==> config.mk <==
export PLATFORM = sky130hd
export DESIGN_NAME = timer_irq
export DESIGN_NICKNAME = d
export VERILOG_FILES = /design/src/rtl/timer_irq.sv
export SDC_FILE = /design/constraint.sdc
export NUM_CORES = 1
export LEC_CHECK = 0
export ABC_AREA = 0
export BUFFER_PORTS_ARGS = -buffer_cell sky130_fd_sc_hd__buf_4
export CORE_UTILIZATION = 63
export CTS_BUF_LIST = sky130_fd_sc_hd__clkbuf_2 sky130_fd_sc_hd__clkbuf_4 sky130_fd_sc_hd__clkbuf_8
export DETAILED_ROUTE_END_ITERATION = 6
export PLACE_DENSITY_LB_ADDON = 0.3
export SYNTH_ARGS = -nofsm -noshare
export SYNTH_HDL_FRONTEND = slang
export SYNTH_SLANG_ARGS = --single-unit
==> constraint.sdc <==
create_clock -name clk_clock -period 8.4 [get_ports clk_clock]
set_clock_uncertainty 0.15 [all_clocks]
set_input_delay 0 -clock clk_clock [delete_from_list [all_inputs] [get_ports clk_clock]]
set_output_delay 0 -clock clk_clock [all_outputs]
set_load 0.05 [all_outputs]
==> src/rtl/timer_irq.sv <==
// Compare-match interrupt timer: one-shot or periodic events against a shared
// free-running count, with acknowledge, overrun tracking and wrap-safe compare.
module timer_irq #(
   parameter int unsigned time_size = 32
) (
   input  logic                 clk_clock,
   input  logic                 rst,
   input  logic [time_size-1:0] count,
   input  logic                 wr_en,
   input  logic [1:0]           wr_addr,
   input  logic [time_size-1:0] wr_data,
   input  logic                 irq_ack,
   output logic                 irq,
   output logic                 overrun,
   output logic                 armed,
   output logic [time_size-1:0] match_count
);

   localparam logic [1:0] ADDR_COMPARE = 2'd0;
   localparam logic [1:0] ADDR_PERIOD  = 2'd1;
   localparam logic [1:0] ADDR_CONTROL = 2'd2;

   typedef enum logic [1:0] {
      IDLE    = 2'd0,
      ARMED   = 2'd1,
      PENDING = 2'd2
   } state_t;

   state_t               state;
   state_t               state_d;
   logic [time_size-1:0] compare_q;
   logic [time_size-1:0] period_q;
   logic                 enable_q;
   logic                 periodic_q;

   logic                 wr_compare_c;
   logic                 wr_period_c;
   logic                 wr_control_c;
   logic                 disable_c;
   logic                 ovr_clear_c;
   logic [time_size-1:0] delta_c;
   logic                 fire_c;
   logic                 advance_c;
   logic                 ovr_event_c;

   assign wr_compare_c = wr_en && (wr_addr == ADDR_COMPARE);
   assign wr_period_c  = wr_en && (wr_addr == ADDR_PERIOD);
   assign wr_control_c = wr_en && (wr_addr == ADDR_CONTROL);
   assign disable_c    = wr_control_c && !wr_data[0];
   assign ovr_clear_c  = wr_control_c && wr_data[2];

   // Reached-or-passed test: the difference is "non-negative" within half the range.
   assign delta_c   = count - compare_q;
   assign fire_c    = enable_q && (state != IDLE) && !delta_c[time_size-1] && !disable_c;
   assign advance_c = periodic_q && (period_q != '0);
   assign ovr_event_c = fire_c && (state == PENDING) && !irq_ack;

   // Next-state selection; a disabling CONTROL write beats everything else.
   always_comb begin
      state_d = state;
      case (state)
         IDLE: begin
            if (wr_control_c && wr_data[0]) state_d = ARMED;
         end
         ARMED: begin
            if (disable_c)   state_d = IDLE;
            else if (fire_c) state_d = PENDING;
         end
         PENDING: begin
            if (disable_c)    state_d = IDLE;
            else if (fire_c)  state_d = PENDING;
            else if (irq_ack) state_d = enable_q ? ARMED : IDLE;
         end
         default: state_d = IDLE;
      endcase
   end

   always_ff @(posedge clk_clock) begin
      if (!rst) begin
         state       <= IDLE;
         irq         <= 1'b0;
         armed       <= 1'b0;
         overrun     <= 1'b0;
         match_count <= '0;
         compare_q   <= '0;
         period_q    <= '0;
         enable_q    <= 1'b0;
         periodic_q  <= 1'b0;
      end else begin
         state <= state_d;
         irq   <= (state_d == PENDING);
         armed <= (state_d == ARMED);

         if (wr_period_c) period_q <= wr_data;

         // A software COMPARE write wins over the periodic advance.
         if (wr_compare_c)             compare_q <= wr_data;
         else if (fire_c && advance_c) compare_q <= compare_q + period_q;

         if (wr_control_c) begin
            enable_q   <= wr_data[0];
            periodic_q <= wr_data[1];
         end else if (fire_c && !advance_c) begin
            enable_q <= 1'b0;
         end

         if (fire_c) match_count <= count;

         overrun <= (overrun && !ovr_clear_c) || ovr_event_c;
      end
   end

endmodule

# Yosys cells after proc, flatten, opt, wreduce, memory -nomap -nowiden
# Index checks and enable logic that the tools add are counted.
# op_classes
addsub	2
reduce_logical	28
eq_ne	6
n_mux	12
# ops
op	count
$mux W32	2
$add A32 B32 Y32	1
$reduce_bool A32 Y1	1
$sub A32 B32 Y32	1
$logic_and A1 B1 Y1	15
$mux W2	6
$eq A2 B1 Y1 const B	3
$eq A2 B2 Y1 const B	3
$logic_not A1 Y1	6
$pmux W2 S3	1
$reduce_bool A2 Y1	3
$logic_not A2 Y1	2
$mux W1	3
$logic_or A1 B1 Y1	1
# totals
regBits	103

# Logic depth before layout (Yosys ltp)
# Gate-level depths: netlist of the first run.
# logic_depth
depth_word	9
ltp_mapped	12
mapped_depth_nobuf	12

# Least setup slack after synthesis of the first run
# No wires, ideal clock.
# synth_timing
kind	register -> register
start	register compare_q[22]
end	register match_count[10]
period_less_slack_ns	2.764
arrival_ns	2.487
path_stages_with_launch	13
setup_slack_ns	5.636
path_cell_list	dfxtp_1 -> inv_1 -> ha_1 -> a21oi_1 -> o21ai_0 -> a221oi_1 -> o211ai_1 -> a31o_2 -> xnor2_1 -> nor3_4 -> buf_8 -> mux2i_1 -> nor2_1
# synth_between
elab_chain_len	4
# synth_rtl
element	line_no	source
from (decl)	31	logic [time_size-1:0] compare_q;
from (signal assigned)	97	if (wr_compare_c) compare_q <= wr_data;
from (signal assigned)	98	else if (fire_c && advance_c) compare_q <= compare_q + period_q;
$sub A32 B32 Y32	53	assign delta_c = count - compare_q;
$logic_not A1 Y1	54	assign fire_c = enable_q && (state != IDLE) && !delta_c[time_size-1] && !disable_c;
$logic_and A1 B1 Y1 (2 in series)	54	
to (signal assigned)	107	if (fire_c) match_count <= count;
to (decl)	16	output logic [time_size-1:0] match_count
# Every way passes these cells.
# A chain may end at the register's enable or synchronous reset.

# Worst setup path in the final report of the first run
# layout_timing
start	register compare_q[4]
end	register compare_q[7]
# layout_between
elab_chain_len	6
word_cells_on_any_way	9
# layout_rtl
element	line_no
$sub A32 B32 Y32	53
$logic_not A1 Y1	54
$logic_and A1 B1 Y1 (2 in series)	54
$logic_and A1 B1 Y1	98
$reduce_bool A2 Y1 (no line)	-
# Parallel ways exist; a longest one is shown, timed or not. The select of a mux whose other input is x is not followed.

==> results of run 1 <==
-- kinds of logic (layout without fill, tap and decap cells) --
family | after synthesis | count (layout)
adders and majority gates | 62 | 62
muxes | 41 | 41
xor gates and xnor gates | 22 | 22
and+or+nand+nor | 258 | 258
buffers and inverters | 79 | 248
AOI/OAI and AO/OA | 225 | 225
DFF | 103 | 103
-- critical path: cells and delay by family (launching register included) --
kind	cells	cell delay, ns
adders and majority gates	1	0.31
and+or+nand+nor	1	0.15
buffers and inverters	2	0.64
AOI/OAI and AO/OA	7	1.33
muxes	1	0.61
DFF	1	0.42
-- stage by stage --
step	utilization	cells	worst slack (ns)	cell area [sq um]	total power (uW)
2_1_floorplan	-	790	5.636	6362	628.7
3_3_place_gp	0.7341	998	5.372	7176	686.1
3_5_place_dp	0.7341	998	5.181	7176	694.5
4_1_cts	0.8333	1092	4.894	8145	1017
5_1_grt	0.8333	1092	4.566	8145	1067
6_report	0.8333	1092	4.738	8145	1029
-- flip-flops by register name, summed over array words and instances, names as in the netlist --
name,flops
armed,1
compare_q,32
enable_q,1
irq,1
match_count,32
overrun,1
period_q,32
periodic_q,1
state,2
-- cells in the final DEF, fill, tap and decap left out, types with 5 or more instances in the layout --
cell / count
o21ai_0: 41
nand2_1: 120
clkbuf_8: 11
nand4_1: 7
a21o_1: 6
o21a_1: 7
buf_4: 110
xnor2_1: 19
o211ai_1: 21
ha_1: 61
and3_1: 5
nand2b_1: 6
nor2_1: 70
o211a_1: 14
inv_1: 43
mux2i_1: 40
dfxtp_1: 103
nand3_1: 13
a31oi_1: 11
nor4_1: 11
a21oi_1: 93
dlygate4sd3_1: 78
-- power by group through the flow --
| stage | Sequential, uW | Combinational [uW] | Clock [uW] |
|---|---|---|---|
| after floorplan | 523 | 106 | 0 |
| after global placement | 525 | 161 | 0 |
| after detailed placement | 526 | 169 | 0 |
| after CTS | 514 | 199 | 304 |
| after global routing | 517 | 228 | 323 |
| final | 515 | 209 | 304 |
-- worst max-delay path by stage --
| stage | endpoint | startpoint |
|---|---|---|
| final | compare_q[7] | compare_q[4] |
| after global routing | compare_q[23] | compare_q[20] |
| after CTS | compare_q[12] | compare_q[20] |
| after detailed placement | match_count[4] | compare_q[20] |
| after global placement | match_count[7] | compare_q[28] |
| after floorplan | match_count[10] | compare_q[22] |
-- cell type report --
type | count | area (sq um)
sequential | 103 | 2062
clock inverter | 4 | 30.03
clock buffer | 12 | 158.9
multi-input combinational | 608 | 3956
timing repair buffer | 188 | 1607
fill | 588 | 1629
tap | 133 | 166.4
inverter | 44 | 165.2
-- metal layers --
metal	vias to the layer above	part of all wire	wire length, um
met5	-	0	0
li1	3147	-	-
met4	0	0.042	830
met2	356	0.48	9521
met1	3119	0.41	8105
met3	89	0.077	1541
-- what timing repair did --
action / in CTS / in global routing
hold buffers: 78 / 0
hold endpoints to repair: 103 / 0
setup endpoints to repair: 0 / 0
==> impl_metrics.py, run 1 <==
metrics = {
    "timing": {
        "relSlewSlack": 0.2471,
        "grt_setup_unrepaired": "false",
        "hold_violations": 0,
        "report.final.slew_viol_count": 0,
        "worst_slew_pin_slew_ns": 1.129,
        "fin_hold_ws_ns": 0.2803,
        "fmax_mhz": 273.1,
        "min_period_over_period": 0.4360,
        "fin_crit_ns": 3.662,
        "setup_viol": 0,
        "tns_ns": 0,
    },
    "synthesis": {
        "synth_commonest_cells": "120 x nand2_1, 103 x dfxtp_1, 93 x a21oi_1, 70 x nor2_1, 61 x ha_1",
        "synth_top_family_by_area": "compound AO/OA/AOI/OAI gates",
        "avgSynthCellArea_sq_um": 8.054,
        "ys_types": 58,
        "synth_fa_ha_area_frac": 0.1231,
        "synthXorXnorAreaFrac": 0.03029,
        "syn-cell-area_sq_mm": 0.006362,
        "synth-simple-area-share": 0.1827,
        "ys.flop_type": "dfxtp_1",
        "yosysMostFrequentCell": "nand2_1",
        "synthMuxAreaShare": 0.06529,
        "ys_seq_area_frac": 0.3241,
        "synth_edf_count": 0,
        "synth.area.top_cells": "dfxtp_1 32%, ha_1 12%, a21oi_1 7.3%, nand2_1 7.1%, mux2i_1 6.3%",
        "synthArstFlopShare": 0,
        "ys_seq_elements": 103,
        "synth_cells": 790,
        "yosysTopAreaCell": "dfxtp_1",
        "synth_top_area_share": 0.3241,
        "synth_warnings": 0,
        "synth_compound_area_frac": 0.2205,
        "syn-num-nets": 922,
    },
    "power_and_ir_drop": {
        "irDropWorstVdd_mv": 0.09215,
        "p_int_uw": 728.9,
        "p_sw_uw": 299.7,
        "p_leak_uw": 0.003474,
        "pwr-share-clk": 0.296,
        "switching_share": 0.2914,
        "pwr-share-seq": 0.501,
        "power_density_mw_per_mm2": 126.3,
        "combPwrFrac": 0.203,
    },
    "floorplanning": {
        "rows": 36,
        "die_x_um": 102.5,
        "die_h_um": 102.5,
        "start_util": 0.6509,
        "ios": 105,
        "fp.coreArea_sq_mm": 0.009774,
        "dieArea_sq_mm": 0.01051,
    },
    "routing": {
        "antenna_left": 0,
        "drc": 0,
        "initialDrtViolationCount": 514,
        "vias": 6711,
        "drtPass1Iterations": 5,
        "wire_per_inst_um": 18.31,
        "wl_um": 20000,
        "vias_per_cell": 6.146,
    },
    "clock_tree": {
        "cts.sinks": 103,
        "clockBufferDepth": 2,
        "cts_setup_buffers": 0,
        "cts_max_level": 3,
        "cts_tree": "built",
        "cts_resized": 0,
        "numCtsBuffers": 9,
        "clock_latency_ns": 0.37,
        "root_buffer": "clkbuf_8",
        "path_clk_slew_ns": 0.11,
    },
    "worst_setup_path": {
        "path_max_fanout": 50,
        "slowest_delay_ns": 0.61,
        "critPathArrivalTime_ns": 3.83,
        "startpoint_type": "register",
        "critPathSlowestCell": "mux2_4",
        "timing.setup.critical_path_class": "register to register",
        "r2r-end": "compare_q[7]",
        "rr_startpoint": "compare_q[4]",
        "worst_setup_path_end_kind": "register",
        "path_cells": "inv_1, ha_1, a21oi_1, o21ai_0, a21oi_1, o21ai_0, a31o_2, mux2_4, nand2_1, o211ai_1, o211a_1, dlygate4sd3_1",
        "r2r_setup_slack_ns": 4.74,
        "required_ns": 8.57,
        "reg2reg_depth": 12,
    },
    "hold_path": {
        "hold_path.class": "input port to register",
        "whs_path_depth": 4,
        "holdCritStartpoint": "wr_data[21]",
        "whs_endpoint": "period_q[21]",
    },
    "finish": {
        "layout.nets": 1086,
        "diodes": 0,
        "drive_above_1_share": 0.1418,
        "syn_to_final_growth_pct": 28.02,
    },
    "global_route": {
        "grtUsageMet3": 0.08271,
        "grt.total_usage": 0.3857,
        "grt_max_degree": 53,
        "gr-max-usage-layer": "met2",
        "grt_antenna_before_repair": 0,
        "grt_pass1_vias": 6515,
        "grt-ovfl-total": 0,
        "grt_pass1_wl_um": 31180,
        "grt.met2_usage": 0.6585,
        "grt_use_met1": 0.4611,
    },
    "outcome": {
        "run_status": "complete, no violations",
    },
    "placed_design": {
        "gp_congestion": 0.9709,
        "portBuffers": 104,
        "place_hpwl_um": 12740,
    },
    "run": {
        "maxCapViolCount": 0,
    },
}
No activity file was read; power rests on OpenSTA's default activity.
==> run 2, diff against run 1 <==
Settings changed: ABC_AREA 0 to 1, CORE_UTILIZATION 63 to 54.
Clock period 8.4 ns to 3 ns, I/O delays scaled along.
==> impl_metrics.py, run 2 <==
metrics = {
    "clock_tree": {
        "cts_tree": "built",
        "cts_max_level": 3,
        "path_clk_slew_ns": 0.11,
        "cts_resized": 0,
        "clockBufferDepth": 2,
        "numCtsBuffers": 9,
        "clock_latency_ns": 0.40,
        "root_buffer": "clkbuf_8",
        "cts.sinks": 103,
    },
    "hold_path": {
        "whs_endpoint": "compare_q[1]",
        "whs_path_depth": 6,
        "holdCritStartpoint": "wr_addr[1]",
        "hold_path.class": "input port to register",
    },
    "floorplanning": {
        "start_util": 0.5645,
        "fp.coreArea_sq_mm": 0.01221,
        "die_x_um": 115.0,
        "ios": 105,
        "rows": 40,
        "dieArea_sq_mm": 0.01322,
        "die_h_um": 115.0,
    },
    "synthesis": {
        "synth_fa_ha_area_frac": 0.1136,
        "synth_edf_count": 0,
        "yosysTopAreaCell": "dfxtp_1",
        "synthMuxAreaShare": 0,
        "ys_types": 36,
        "synthXorXnorAreaFrac": 0.01779,
        "synth_cells": 1068,
        "ys_seq_area_frac": 0.2991,
        "avgSynthCellArea_sq_um": 6.455,
        "synth_top_family_by_area": "simple AND/OR/NAND/NOR gates",
        "syn-num-nets": 1200,
        "yosysMostFrequentCell": "nand2_1",
        "synth.area.top_cells": "dfxtp_1 30%, nand2_1 17%, ha_1 11%, a21oi_1 10%, inv_1 6.6%",
        "ys.flop_type": "dfxtp_1",
        "synth_compound_area_frac": 0.1653,
        "synth-simple-area-share": 0.3111,
        "synth_commonest_cells": "318 x nand2_1, 143 x a21oi_1, 122 x inv_1, 103 x dfxtp_1, 77 x nand3_1",
        "synthArstFlopShare": 0,
        "syn-cell-area_sq_mm": 0.006894,
        "ys_seq_elements": 103,
        "synth_warnings": 0,
        "synth_top_area_share": 0.2991,
    },
    "worst_setup_path": {
        "reg2reg_depth": 13,
        "r2r-end": "compare_q[28]",
        "required_ns": 3.18,
        "rr_startpoint": "compare_q[27]",
        "path_max_fanout": 32,
        "timing.setup.critical_path_class": "input port to register",
        "r2r_setup_slack_ns": 0.32,
        "worst_setup_path_end_kind": "register",
        "startpoint": "wr_addr[0]",
        "critPathArrivalTime_ns": 2.96,
        "startpoint_type": "input port",
    },
    "placed_design": {
        "postPlaceCellArea_sq_mm": 0.007805,
        "portBuffers": 104,
        "place_hpwl_um": 15020,
        "gp_congestion": 0.9466,
    },
    "timing": {
        "fmax_mhz": 359.4,
        "relSlewSlack": 0.5820,
        "hold_violations": 0,
        "tns_ns": 0,
        "setup_viol": 0,
        "grt_setup_unrepaired": "false",
        "worst_slew_pin_slew_ns": 0.6263,
        "min_period_over_period": 0.9274,
        "fin_crit_ns": 2.782,
        "report.final.slew_viol_count": 0,
    },
    "power_and_ir_drop": {
        "p_leak_uw": 0.003885,
        "irDropWorstVdd_mv": 0.2848,
        "power.total_uw": 2965,
        "power_density_mw_per_mm2": 333.9,
    },
    "routing": {
        "wl_um": 21810,
        "drc": 0,
        "wire_per_inst_um": 15.44,
        "drtPass1Iterations": 5,
        "initialDrtViolationCount": 774,
        "vias_per_cell": 5.484,
        "antenna_left": 0,
        "vias": 7744,
    },
    "run": {
        "maxCapViolCount": 0,
    },
    "finish": {
        "fillers": 1004,
        "syn_to_final_growth_pct": 28.78,
        "final_core_util": 0.7270,
        "multiInputGateArea_sq_mm": 0.004202,
        "reg.largest.list": "compare_q: 32 flops, match_count: 32 flops, period_q: 32 flops",
        "regArea_sq_mm": 0.002062,
        "final_common_cell": "nand2_1",
        "layout.nets": 1371,
        "final_area_sq_mm": 0.008879,
        "diodes": 0,
        "drive_above_1_share": 0.1166,
        "final_cell_mix": "318 x nand2_1, 143 x a21oi_1, 121 x inv_1, 110 x buf_4, 103 x dfxtp_1",
    },
    "outcome": {
        "run_status": "complete, no violations",
    },
    "global_route": {
        "grt_pass1_vias": 7185,
        "grt-ovfl-total": 0,
        "grt_pass1_wl_um": 34920,
        "grt_antenna_before_repair": 0,
        "grt.total_usage": 0.3399,
        "grt_max_degree": 68,
    },
}
[run 2: changes by cell type in the layout (fill, tap and decap cells not counted), moves of 10 or more]
cell	change
nand2_1	+198
mux2i_1	-40
o211a_1	-14
a21oi_1	+50
o21ai_0	+26
a31oi_1	-10
nand3_1	+63
o211ai_1	-21
inv_1	+78
[run 2: worst max-delay path: stages]
cell and delay, ns:
dlygate4sd3_1 0.55, buf_4 0.16, nor3_1 0.42, dlygate4sd3_1 0.65
inv_1 0.08, nor2_1 0.10, inv_1 0.12, nand4_4 0.12
buf_4 0.38, nand3_1 0.17, a21oi_1 0.20
[run 2: cell type report]
cell class | instances | share of cell area
sequential | 103 | 0.2322
timing repair buffer | 198 | 0.1945
clock inverter | 6 | 0.008455
clock buffer | 10 | 0.01550
inverter | 124 | 0.05242
multi-input combinational | 803 | 0.4732
tap | 168 | 0.02368
[run 2: logic make-up (layout without fill, tap and decap cells)]
group | after synthesis | in the layout
xor+xnor | 14 | 14
compound gates | 222 | 222
buf+inv | 162 | 338
fa+ha+maj | 62 | 62
flops | 103 | 103
simple gates | 505 | 505
[run 2: timing repair]
| action | in CTS | in global routing |
|---|---|---|
| hold buffers | 86 | 0 |
| setup buffers | 0 | 0 |
| hold endpoints to repair | 103 | 0 |
[run 2: per-stage QoR]
step | hold WS, ns | instances | worst slack [ns]
after floorplan | -0.007113 | 1068 | 0.7792
after global routing | 0.04834 | 1412 | 0.01322
after global placement | 0.1184 | 1310 | 0.4922
final | 0.01606 | 1412 | 0.2179
after CTS | 0.0008737 | 1412 | 0.3405
after detailed placement | 0.1273 | 1310 | 0.4462
[run 2: per-layer routing]
| metal | up-vias | GRT usage | wire length [um] |
|---|---|---|---|
| met5 | - | 0 | 0 |
| met4 | 0 | 0.1126 | 547 |
| met3 | 48 | 0.06906 | 1684 |
| met2 | 322 | 0.5570 | 9875 |
| met1 | 3540 | 0.4468 | 9698 |
| li1 | 3834 | - | - |
[run 2: power breakdown]
part | switching, uW | internal, uW | total, uW
Combinational | 294 | 266 | 560
Sequential | 32.4 | 1400 | 1430
Clock | 547 | 424 | 971
Total | 874 | 2090 | 2960
[run 2: worst max-delay path by stage]
stage	to	slack, ns	cells past startpoint
detailed placement	compare_q[27]	0.45	15
floorplan	compare_q[22]	0.78	16
CTS	compare_q[27]	0.34	11
finish	compare_q[28]	0.22	11
global placement	compare_q[30]	0.49	16
global route	match_count[15]	0.01	14
